--- config.mk ---
export PLATFORM = sky130hd
export DESIGN_NAME = tristate_bus_reader
export DESIGN_NICKNAME = d
export VERILOG_FILES = /design/src/rtl/tristate_bus_reader.sv
export SDC_FILE = /design/constraint.sdc
export NUM_CORES = 1
export LEC_CHECK = 0
export ABC_AREA = 1
export BUFFER_PORTS_ARGS = -buffer_cell sky130_fd_sc_hd__buf_2
export CAP_MARGIN = 20
export CORE_ASPECT_RATIO = 0.5
export CORE_UTILIZATION = 35
export DETAILED_ROUTE_END_ITERATION = 8
export GPL_ROUTABILITY_DRIVEN = 0
export GPL_TIMING_DRIVEN = 1
export RECOVER_POWER = 100
export SLEW_MARGIN = 5
export SYNTH_ARGS = -nofsm -noshare
export SYNTH_HDL_FRONTEND = slang
export SYNTH_SLANG_ARGS = --single-unit
export TNS_END_PERCENT = 20
--- constraint.sdc ---
create_clock -name clk -period 2 [get_ports clk]
set_clock_uncertainty 0.1 [all_clocks]
set_input_delay 0.4 -clock clk [delete_from_list [all_inputs] [get_ports clk]]
set_output_delay 0.4 -clock clk [all_outputs]
set_load 0.03 [all_outputs]
--- src/rtl/tristate_bus_reader.sv ---
// Receiving-end controller for a shared tristate bus whose remote driver has
// an active-low output enable. A read opens the driver, waits a settle time,
// double-samples the bus, retries unstable reads a bounded number of times,
// then closes the driver for a turnaround gap. Each good word is handed over
// through a one-entry valid/ready buffer.
module tristate_bus_reader #(
  parameter int DATA_W    = 16,
  parameter int SETTLE    = 2,  // cycles the driver is open before the first sample (>= 1)
  parameter int TURN      = 1,  // cycles the driver stays closed after a read (>= 1)
  parameter int MAX_RETRY = 3   // mismatched double-samples per read before abort (>= 1)
) (
  input  logic              clk,
  input  logic              rst_n,
  input  logic              req,
  input  logic [DATA_W-1:0] bus_in,
  output logic              oe_n,
  output logic              busy,
  output logic [DATA_W-1:0] data_out,
  output logic              valid,
  input  logic              ready,
  output logic              err
);

  localparam int SW = $clog2(SETTLE + 1);
  localparam int TW = $clog2(TURN + 1);
  localparam int RW = $clog2(MAX_RETRY + 1);

  localparam logic [SW-1:0] SETTLE_LAST = SW'(SETTLE - 1);
  localparam logic [TW-1:0] TURN_LAST   = TW'(TURN - 1);
  localparam logic [RW-1:0] RETRY_LAST  = RW'(MAX_RETRY - 1);

  typedef enum logic [1:0] {
    ST_IDLE,
    ST_ENABLE,
    ST_CHECK,
    ST_TURN
  } state_t;

  state_t              state_reg,  state_next;
  logic [SW-1:0]       settle_reg, settle_next;
  logic [TW-1:0]       turn_reg,   turn_next;
  logic [RW-1:0]       retry_reg,  retry_next;
  logic [DATA_W-1:0]   s1_reg,     s1_next;
  logic [DATA_W-1:0]   data_reg,   data_next;
  logic                valid_reg,  valid_next;
  logic                err_reg,    err_next;
  logic                oe_n_reg,   oe_n_next;

  // The output buffer can take a new word if it is empty or being drained now.
  logic buf_free;
  assign buf_free = !valid_reg || ready;

  // Next-state, counter, sample and output-buffer logic.
  always_comb begin
    state_next  = state_reg;
    settle_next = settle_reg;
    turn_next   = turn_reg;
    retry_next  = retry_reg;
    s1_next     = s1_reg;
    data_next   = data_reg;
    valid_next  = valid_reg;
    err_next    = 1'b0;

    // Handshake drains the buffer; a fresh capture below overrides this.
    if (valid_reg && ready) begin
      valid_next = 1'b0;
    end

    case (state_reg)
      ST_IDLE: begin
        // Gating on the buffer guarantees it is empty by the time CHECK
        // delivers, so a word is never overwritten.
        if (req && buf_free) begin
          state_next  = ST_ENABLE;
          settle_next = '0;
          retry_next  = '0;
        end
      end

      ST_ENABLE: begin
        if (settle_reg == SETTLE_LAST) begin
          s1_next     = bus_in;
          settle_next = '0;
          state_next  = ST_CHECK;
        end else begin
          settle_next = settle_reg + 1'b1;
        end
      end

      ST_CHECK: begin
        if (bus_in == s1_reg) begin
          data_next  = s1_reg;
          valid_next = 1'b1;
          retry_next = '0;
          turn_next  = '0;
          state_next = ST_TURN;
        end else if (retry_reg == RETRY_LAST) begin
          // Out of retries: flag the abort, leave the buffer untouched.
          err_next   = 1'b1;
          retry_next = '0;
          turn_next  = '0;
          state_next = ST_TURN;
        end else begin
          // Unstable read: settle again with the driver still open.
          retry_next  = retry_reg + 1'b1;
          settle_next = '0;
          state_next  = ST_ENABLE;
        end
      end

      ST_TURN: begin
        if (turn_reg == TURN_LAST) begin
          turn_next  = '0;
          state_next = ST_IDLE;
        end else begin
          turn_next = turn_reg + 1'b1;
        end
      end

      default: begin
        state_next = ST_IDLE;
      end
    endcase

    // Driver is open exactly while the next state is ENABLE or CHECK, so the
    // registered enable lines up with the state register.
    oe_n_next = !((state_next == ST_ENABLE) || (state_next == ST_CHECK));
  end

  // State and datapath registers; reset closes the driver at once and drops
  // any pending word.
  always_ff @(posedge clk or negedge rst_n) begin
    if (!rst_n) begin
      state_reg  <= ST_IDLE;
      settle_reg <= '0;
      turn_reg   <= '0;
      retry_reg  <= '0;
      s1_reg     <= '0;
      data_reg   <= '0;
      valid_reg  <= 1'b0;
      err_reg    <= 1'b0;
      oe_n_reg   <= 1'b1;
    end else begin
      state_reg  <= state_next;
      settle_reg <= settle_next;
      turn_reg   <= turn_next;
      retry_reg  <= retry_next;
      s1_reg     <= s1_next;
      data_reg   <= data_next;
      valid_reg  <= valid_next;
      err_reg    <= err_next;
      oe_n_reg   <= oe_n_next;
    end
  end

  assign oe_n     = oe_n_reg;
  assign busy     = (state_reg != ST_IDLE);
  assign data_out = data_reg;
  assign valid    = valid_reg;
  assign err      = err_reg;

endmodule

Yosys cells after proc, flatten, opt, wreduce, memory -nomap -nowiden
Index checks and enable logic that the tools add are counted.

storage, ports and cells
  flip-flop bits (word level) = 42
  latch bits = 0
  RAM bits = 0
  bits in read-only memories = 0
  input port bits = 20
  output and inout port bits = 20
  word-level logic and storage cells = 64
  memories kept = 0

operators by class
  add/subtract/negate cells = 3
  multiply operators = 0
  div/mod/pow operators = 0
  $lt $le $gt $ge = 0
  equal/unequal tests = 12
  shift-type cells = 0
  mux-type cells = 24
  bitwise operators = 0
  reduce and logical (&&, ||, !) cells = 16

operators with widths
  kind                                                             number
  2-bit 2-to-1 mux                                                 11
  16-bit == test                                                   1
  1-bit 2-to-1 mux                                                 9
  2-bit == test, second input constant                             4
  2-bit one-hot mux with 4 select lines                            1
  2-bit AND reduction                                              4
  2-bit by 1-bit == test with 1-bit output, second input constant  3
  2-bit inequality test, second input constant                     3
  2-bit one-hot mux with 3 select lines                            1
  2-bit nonzero test                                               3
  2-bit by 1-bit adder with 2-bit output, second input constant    2
  2-bit one-hot mux with 2 select lines                            1
  4-bit AND reduction                                              1
  3-bit inequality test, second input constant                     1
  3-bit nonzero test                                               1
  1-bit logical AND                                                2
  1-bit zero test                                                  2
  2-bit zero test                                                  1
  1-bit logical OR                                                 2
  1-bit one-hot mux with 2 select lines                            1
  1-bit adder, second input constant                               1

Depth between registers and ports, before layout
Gate-level depths: netlist (run 1).

  depth after elaboration = 8
  gate-level depth with buffers = 10
  mapped depth without buffers = 10

Worst setup path after synthesis (run 1)
No wires, ideal clock.

  kind = input to register
  start = input port bus_in[10]
  end = register data_reg[0], in the netlist data_out[0]
  setup time = 0.118 ns
  arrival time = 1.230 ns
  data required time = 1.782 ns
  path slack = 0.552 ns
  stages on the path = 10
  buffers on the path = 1
  path through = inv_1 -> nand2_1 -> nand2_1 -> nor2_2 -> nand2_2 -> nor2_4 -> nand3_4 -> buf_6 -> nand2_2 -> o21ai_2

on the way
  longest elaborated chain between the ends = 2

ends and longest elaborated chain
  element                               line  text
  start, declared                       15    input logic [DATA_W-1:0] bus_in,
  16-bit == test                        91    if (bus_in == s1_reg) begin
  2-bit AND reduction (no source line)  --
  end signal, assigned                  149   data_reg <= data_next;
  end, declared                         44    logic [DATA_W-1:0] data_reg, data_next;

Every way passes these cells.
A chain may end at the register's enable or synchronous reset.

Worst setup path in the final report (run 1)
  start = register state_reg[1]
  end = register settle_reg[1]

on the way
  longest elaborated chain between the ends = 3
  elaborated cells between the ends (all ways) = 9

ends and longest elaborated chain
  element                                                                              line  text
  start, declared                                                                      39    state_t state_reg, state_next;
  start signal, assigned                                                               144   state_reg <= state_next;
  2-bit == test, or another cell as far along                                          69    case (state_reg)
  2-bit inequality test (no source line) / 3-bit nonzero test (equally long branches)  --
  4-bit AND reduction (no source line)                                                 --
  end signal, assigned                                                                 145   settle_reg <= settle_next;
  end, declared                                                                        40    logic [SW-1:0] settle_reg, settle_next;

Several ways; a longest one is shown, not always the timed one.

==> results of run 1 <==
-- timing repair --
action / CTS / global route
hold buffers: 1 / 0
hold endpoints to repair: 4 / 0
setup buffers: 0 / 0
-- final cells by class --
| class | instances | area (um^2) |
|---|---|---|
| timing repair buffer | 44 | 205 |
| inverter | 38 | 143 |
| multi-input combinational | 154 | 729 |
| tap | 73 | 91.3 |
| fill | 580 | 3150 |
| sequential | 41 | 1030 |
| clock buffer | 8 | 146 |
-- through the flow --
stage	setup WS (ns)	util	hold WS [ns]
floorplan	0.552	-	0.00441
global placement	0.315	0.416	0.298
detailed placement	0.277	0.416	0.293
CTS	0.381	0.444	0.280
global route	0.157	0.427	0.308
finish	0.321	0.427	0.281
-- power breakdown --
group	internal (mW)	switching [mW]	leakage [nW]	total (mW)
clock network	0.497	0.290	0.0712	0.787
logic	0.294	0.603	0.630	0.897
registers	1.06	0.177	0.536	1.24
total	1.85	1.07	1.24	2.92
-- routing by layer --
metal | share of wire | up-vias | GRT usage
met5 | 0 | - | 0
met4 | 0.0045 | 0 | 0.0347
met3 | 0.046 | 3 | 0.0378
met2 | 0.44 | 24 | 0.212
met1 | 0.51 | 730 | 0.196
li1 | - | 818 | -
-- logic make-up (layout without fill, tap and decap cells) --
kind of cell           after synthesis  count (layout)  synth area share
AO/OA/AOI/OAI                       36              36             0.122
XOR/XNOR                             1               1           0.00438
AND/OR/NAND/NOR                    117             117             0.265
flip-flops                          41              41             0.514
buffers and inverters               44              90            0.0939
-- synthesized netlist by cell type --
master,count
nand2_1,80
dfrtp_1,40
inv_1,25
o21ai_2,16
o21ai_0,15
inv_2,13
nand2_2,13
nor2_1,11
nor2_2,4
buf_6,3
clkbuf_1,3
nand3_1,3
nor2_4,3
a21oi_1,2
a31oi_1,1
dfstp_2,1
nand3_2,1
nand3_4,1
nand4_1,1
o21ai_1,1
o31ai_1,1
xor2_1,1
-- critical path, cell delays in order, from the launching register on --
cell	delay (ns)
dfrtp_1	0.40
inv_1	0.06
nor2_1	0.42
a31oi_1	0.20
o21ai_1	0.13
nand3_1	0.13
nand2_1	0.08
nand2_1	0.05
-- worst paths after layout --
check	slack, ns	endpoint	cells after the start
min in group asynchronous	0.51	settle_reg[1]	2
max	0.32	settle_reg[1]	7
min	0.28	valid	4
max in group asynchronous	0.41	data_out[1]	3
max reg2reg	0.32	settle_reg[1]	7
min reg2reg	0.38	data_out[12]	2
==> flow_summary.yaml, run 1 <==
synth:
  synth_cell_type_count: 22
  syn_nets: 259
  yosys_warnings: 0
  yosysSeqAreaShare: 0.514
  synth.avg_cell_area_um2: 8.36
  syn-cell-area_um2: 2000
  ys_seq_elements: 41
  synth_top_area_cell: "dfrtp_1"
  synth_top_area_share: 0.501
  synth_area_leaders: "dfrtp_1 50%, nand2_1 15%, o21ai_2 7.0%"
  synthCells: 239
floorplanning:
  fp.dieArea_um2: 6030
  ios: 40
  die_w_um: 109
  num_rows: 19
  design.core.area_um2: 5490
  initial_core_util: 0.364
  fp.dieH_um: 55.4
detailed_routing:
  wire_per_inst_um: 10.4
  vias: 1575
  antenna_left: 0
  drt-pass1-iter-count: 6
  drc: 2
  wl_mm: 3.74
  drt_iter0_markers: 50
  viasPerCell: 4.40
power:
  power_mw: 2.92
  pwr_density_cell_nw_per_um2: 1250
  peakVddDrop_uv: 469
  leakage_nw: 1.24
clock_network:
  cts_resized: 0
  cts_root_buf: "clkbuf_16"
  cts.reportedPaths.clkPinSlew_ns: 0.05
  h-tree-depth: 2
  cts.path.max_buffers: 2
  tritoncts: "done"
  cts_buffers: 5
  clk_latency_ns: 0.28
  cts.sink_count: 41
min_path:
  min_from: "ready"
  hp-class: "primary input to register"
outcome:
  violations: "DRC"
  status: "complete, but fails checks"
sta:
  max_slew_margin: 0.620
  fmax_mhz: 596
  drv_slew: 0
  fin_setup_tns_ns: 0
  layout_worst_path_cycle_share: 0.839
  finalHoldViolations: 0
  worst_pin_slew_ns: 0.571
  min_period_ns: 1.68
  finalSetupViolCount: 0
  rsz0062_at_grt: "false"
worst_setup_path:
  critPathRequiredTime_ns: 2.06
  worstSetupPathType: "register to register"
  reg2reg_from: "state_reg[1]"
  cp.arrival_ns: 1.74
  critPathLaunch: "state_reg[1]"
  worstSetupEndpointType: "register"
  worstSetupStartpointType: "register"
  path_max_fanout: 5
placement:
  hpwl_mm: 2.81
  dp.cells: 349
  placed_cell_area_um2: 2280
  portBuffers: 39
layout:
  fin_cells: 358
  nNetsFinal: 304
  antennaDiodeCount: 0
  final_area_um2: 2340
  most-common-layout-cells: "92 x nand2_1, 40 x dfrtp_1, 26 x inv_1"
  synthToLayoutAreaGrowth_pct: 17.2
  layout-drive-gt1-share: 0.221
  layout_commonest_cell: "nand2_1"
global_route:
  grt_max_degree: 34
  first_global_vias: 1470
  grt_overflow_total: 0
  grt_usage: 0.139
  antenna_found_initial: 0
  grt_pass1_wl_mm: 6.52
run:
  cap_viol_max_count: 0
(Power assumes the default switching activity.)
==> inputs of run 2 (changes only) <==
==> constraint.sdc (replaced) <==
create_clock -name clk -period 1.4 [get_ports clk]
set_clock_uncertainty 0.1 [all_clocks]
set_input_delay 0.28 -clock clk [delete_from_list [all_inputs] [get_ports clk]]
set_output_delay 0.28 -clock clk [all_outputs]
set_load 0.03 [all_outputs]
==> flow_summary.yaml, run 2 (synthesis gave the netlist of run 1 again) <==
outcome:
  status: "complete, but fails checks"
  violations: "setup timing"
worst_setup_path:
  reg2reg_depth: 10
  critPathLaunch: "s1_reg[4]"
  worstSetupStartpointType: "register"
  path_buf_inv: 2
  critPathRequiredTime_ns: 1.47
  cp.arrival_ns: 1.57
  slowest_delay_ns: 0.38
  path_max_fanout: 16
  cp_slowest_cell: "dfrtp_1"
  critical_path_depth: 10
  reg2reg_to: "data_out[3]"
  r2r_slack_ns: -0.10
  path_common_cell: "nand2_1"
  path_cells: "inv_2 -> nand2_1 -> nand2_1 -> nor2_2 -> nand2_1 -> nor2_4 -> nand3_4 -> buf_12 -> nand2_2 -> o21ai_2"
  reg2reg_from: "s1_reg[4]"
  cpLargestDelayFamily: "simple AND/OR/NAND/NOR gates"
  worstSetupEndpointType: "register"
  cp-endpoint: "data_out[3]"
  worstSetupPathType: "register to register"
layout:
  nNetsFinal: 323
  antennaDiodeCount: 0
  layout-drive-gt1-share: 0.414
  final_area_um2: 2620
  most-common-layout-cells: "75 x nand2_1, 40 x dfrtp_1, 24 x inv_1"
  layout_commonest_cell: "nand2_1"
  fin_cells: 377
  synthToLayoutAreaGrowth_pct: 30.9
sta:
  fmax_mhz: 665
  drv_slew: 0
  max_slew_margin: 0.717
  rsz0062_at_grt: "true"
  min_period_ns: 1.50
  finalHoldViolations: 0
  finalSetupViolCount: 18
  layout_worst_path_cycle_share: 1.07
  hold_ws_ns: 0.172
  worst_pin_slew_ns: 0.425
  setup_ws_ns: -0.103
detailed_routing:
  vias: 1637
  viasPerCell: 4.34
  drt_iter0_markers: 53
  antenna_left: 0
  drc: 0
  drt-pass1-iter-count: 4
  wl_mm: 3.85
  wire_per_inst_um: 10.2
clock_network:
  cts_root_buf: "clkbuf_16"
  cts.reportedPaths.clkPinSlew_ns: 0.06
  clk_latency_ns: 0.27
  cts_buffers: 5
  h-tree-depth: 2
  cts.path.max_buffers: 2
  cts_setup_buffers: 0
  cts.sink_count: 41
  tritoncts: "done"
global_route:
  grt_usage: 0.146
  grt_overflow_total: 0
  grt_pass1_wl_mm: 6.78
  grt_max_degree: 34
  antenna_found_initial: 0
  first_global_vias: 1594
floorplanning:
  die_w_um: 109
  fp.dieH_um: 55.4
  ios: 40
  design.core.area_um2: 5490
  fp.dieArea_um2: 6030
  num_rows: 19
  initial_core_util: 0.364
run:
  cap_viol_max_count: 0
placement:
  dp.cells: 368
  placed_cell_area_um2: 2460
  portBuffers: 39
  hpwl_mm: 2.87
power:
  power_mw: 4.60
  peakVddDrop_uv: 767
  pwr_density_cell_nw_per_um2: 1760
  leakage_nw: 1.42
min_path:
  hp-class: "primary input to register"
run 2: cell types whose count changed in the layout (fill, tap and decap cells not counted), moves of 2 or more:
cell	previous run	this run
nand2_1	92	75
o21ai_2	13	16
clkbuf_1	22	4
clkbuf_2	2	19
o21ai_0	18	13
inv_1	26	24
o21ai_1	1	3
inv_2	12	14
nor2_2	4	6
nor2_1	12	9
buf_12	0	3
buf_4	2	21
nand2_2	1	18
run 2: layer usage:
| layer | track usage | vias to the layer above | routed length, um |
|---|---|---|---|
| li1 | - | 859 | - |
| met1 | 0.188 | 748 | 1860 |
| met2 | 0.241 | 25 | 1830 |
| met3 | 0.0366 | 5 | 127 |
| met4 | 0.0463 | 0 | 38 |
| met5 | 0 | - | 0 |
run 2: worst register-to-register path, delay by kind of cell (launching register included):
family                 cells  cell delay, ns
AOI/OAI and AO/OA          1            0.05
and+or+nand+nor            7            0.63
buffers and inverters      2            0.23
DFF                        1            0.38
run 2: stage by stage:
| stage | TNS (ns) | worst slack, ns | utilization |
|---|---|---|---|
| finish | -1.70 | -0.103 | 0.476 |
| global route | -5.04 | -0.226 | 0.476 |
| CTS | -2.08 | -0.129 | 0.478 |
| detailed placement | -3.22 | -0.184 | 0.448 |
| global placement | -2.53 | -0.137 | 0.448 |
| floorplan | -0.207 | -0.0206 | - |
run 2: how the worst min path moves through the flow:
stage	from	endpoint	slack [ns]	cells past startpoint
CTS	ready	valid	0.18	4
finish	ready	valid	0.17	4
detailed placement	rst_n	settle_reg[0]	0.13	1
floorplan	rst_n	data_out[0]	-0.12	0
global route	bus_in[12]	s1_reg[12]	0.19	3
global placement	rst_n	settle_reg[0]	0.14	1
run 2: power breakdown:
group / leakage [nW] / total [mW] / internal, mW / switching (mW)
clock network: 0.0652 / 1.08 / 0.662 / 0.416
registers: 0.536 / 1.78 / 1.51 / 0.265
logic: 0.821 / 1.75 / 0.771 / 0.976
run 2: layout make-up:
cell class                 instances  area [um^2]
clock buffer                       8          136
fill                             546         2880
inverter                          38          143
multi-input combinational        154          801
sequential                        41         1030
tap                               73         91.3
timing repair buffer              63          417
run 2: repair_timing:
item	4_1_cts	5_1_grt
gates cloned	0	0
hold buffers	1	0
pin swaps	1	0
setup endpoints to repair	24	40
gates resized for setup	7	3
endpoints found under the hold margin	15	0
==> inputs of run 3 (changes only) <==
--- a/config.mk
+++ b/config.mk
@@ -14,6 +14,7 @@
 export GPL_ROUTABILITY_DRIVEN = 0
 export GPL_TIMING_DRIVEN = 1
 export RECOVER_POWER = 100
+export REMOVE_ABC_BUFFERS = 1
 export SLEW_MARGIN = 5
 export SYNTH_ARGS = -nofsm -noshare
 export SYNTH_HDL_FRONTEND = slang
==> flow_summary.yaml, run 3 (synthesis gave the netlist of run 1 again) <==
sta:
  finalHoldViolations: 0
  max_slew_margin: 0.698
  rsz0062_at_grt: "true"
  worst_pin_slew_ns: 0.453
  layout_worst_path_cycle_share: 1.13
  setup_ws_ns: -0.185
  hold_ws_ns: 0.165
  fmax_mhz: 631
  drv_slew: 0
  finalSetupViolCount: 24
  min_period_ns: 1.59
power:
  leakage_nw: 1.46
  power_mw: 4.68
  pwr_density_cell_nw_per_um2: 1740
  peakVddDrop_uv: 762
worst_setup_path:
  worstSetupStartpointType: "register"
  path_max_fanout: 6
  critPathRequiredTime_ns: 1.47
  r2r_slack_ns: -0.19
  worstSetupPathType: "register to register"
  reg2reg_depth: 10
  cp.arrival_ns: 1.66
  reg2reg_to: "data_out[8]"
  worstSetupEndpointType: "register"
  reg2reg_from: "s1_reg[8]"
clock_network:
  tritoncts: "done"
  cts.path.max_buffers: 2
  cts.reportedPaths.clkPinSlew_ns: 0.06
  h-tree-depth: 2
  cts_root_buf: "clkbuf_16"
  clk_latency_ns: 0.29
  cts.sink_count: 41
  cts_buffers: 5
global_route:
  gr-usage-met3: 0.0390
  gr-usage-met1: 0.204
  grt_pass1_wl_mm: 7.02
  grt.busiest_layer: "met2"
  grt_overflow_total: 0
  antenna_found_initial: 0
  use_met2: 0.237
  grt_max_degree: 34
  first_global_vias: 1565
  grt_usage: 0.152
placement:
  hpwl_mm: 2.95
  dp.cells: 368
  portBuffers: 39
detailed_routing:
  drt_iter0_markers: 105
  drc: 0
  antenna_left: 0
  wl_mm: 4.24
  vias: 1633
  wire_per_inst_um: 11.1
  drt-pass1-iter-count: 4
  viasPerCell: 4.29
floorplanning:
  initial_core_util: 0.364
  fp.dieArea_um2: 6030
  die_w_um: 109
  ios: 40
  num_rows: 19
  fp.dieH_um: 55.4
  design.core.area_um2: 5490
layout:
  fin_cells: 381
  antennaDiodeCount: 0
  synthToLayoutAreaGrowth_pct: 34.4
  most-common-layout-cells: "72 x nand2_1, 40 x dfrtp_1, 24 x inv_1"
  layout-drive-gt1-share: 0.438
  layout_commonest_cell: "nand2_1"
  n_fill_cell: 535
  nNetsFinal: 327
outcome:
  violations: "setup timing"
  status: "complete, but fails checks"
min_path:
  hp-class: "primary input to register"
  min_from: "ready"
  min_delay_worst_endpoint: "valid"
  hold_depth: 4
run:
  cap_viol_max_count: 0
-- run 3: changes by cell type in the layout (fill, tap and decap cells not counted), moves of 2 or more --
| cell | delta |
|---|---|
| buf_6 | +2 |
| buf_2 | +2 |
| clkbuf_2 | -2 |
| buf_12 | -2 |
| clkinv_2 | +2 |
| nand2_2 | +3 |
| clkbuf_16 | +2 |
| nand2_1 | -3 |
| o21ai_1 | -2 |
| clkbuf_1 | -2 |
| o21ai_0 | +2 |
-- run 3: routing by layer --
metal | vias to the layer above | part of all wire
met5 | - | 0
met4 | 0 | 0.016
met3 | 7 | 0.046
met2 | 34 | 0.42
met1 | 733 | 0.51
li1 | 859 | -
-- run 3: area by class of cell --
type	count	area, um^2	share of cell area
clock buffer	5	125	0.0466
clock inverter	3	17.5	0.00652
inverter	38	143	0.0531
multi-input combinational	154	821	0.306
sequential	41	1030	0.383
tap	73	91.3	0.0340
timing repair buffer	67	460	0.171
-- run 3: how the worst max path moves through the flow --
stage | from | slack, ns | end | cells after the start
final | s1_reg[8] | -0.19 | data_out[8] | 10
after global routing | s1_reg[8] | -0.30 | data_out[15] | 10
after floorplan | s1_reg[10] | -0.25 | data_out[15] | 8
after detailed placement | s1_reg[9] | -0.18 | settle_reg[0] | 11
after global placement | bus_in[8] | -0.14 | settle_reg[0] | 12
after CTS | s1_reg[9] | -0.16 | settle_reg[0] | 11
-- run 3: critical path, stage by stage (launching register included) --
cell,delay (ns)
dfrtp_1,0.40
inv_2,0.05
nand2_2,0.06
nand2_2,0.06
nor2_4,0.11
nand2_2,0.07
nor2_4,0.15
nand3_4,0.16
clkbuf_16,0.21
nand2_2,0.06
o21ai_2,0.05
-- run 3: through the flow --
step	setup slack, ns	TNS (ns)	util	area [um^2]
floorplan	-0.247	-5.56	-	1950
global placement	-0.139	-2.15	0.446	2450
detailed placement	-0.184	-3.06	0.446	2450
CTS	-0.164	-2.59	0.474	2610
global route	-0.297	-6.53	0.489	2690
finish	-0.185	-3.65	0.489	2690
-- run 3: where the power goes --
group	internal, mW	leakage [nW]	switching [mW]	total (mW)
clock	0.653	0.0696	0.467	1.12
sequential	1.51	0.536	0.273	1.78
combinational	0.786	0.850	0.992	1.78
total	2.95	1.46	1.73	4.68
-- run 3: timing repair --
item / CTS / global route
buffers inserted: 0 / 2
pin swaps: 1 / 6
hold buffers: 1 / 0
gates cloned: 0 / 2
gates resized for setup: 1 / 14
setup endpoints to repair: 24 / 41
endpoints found under the hold margin: 16 / 0
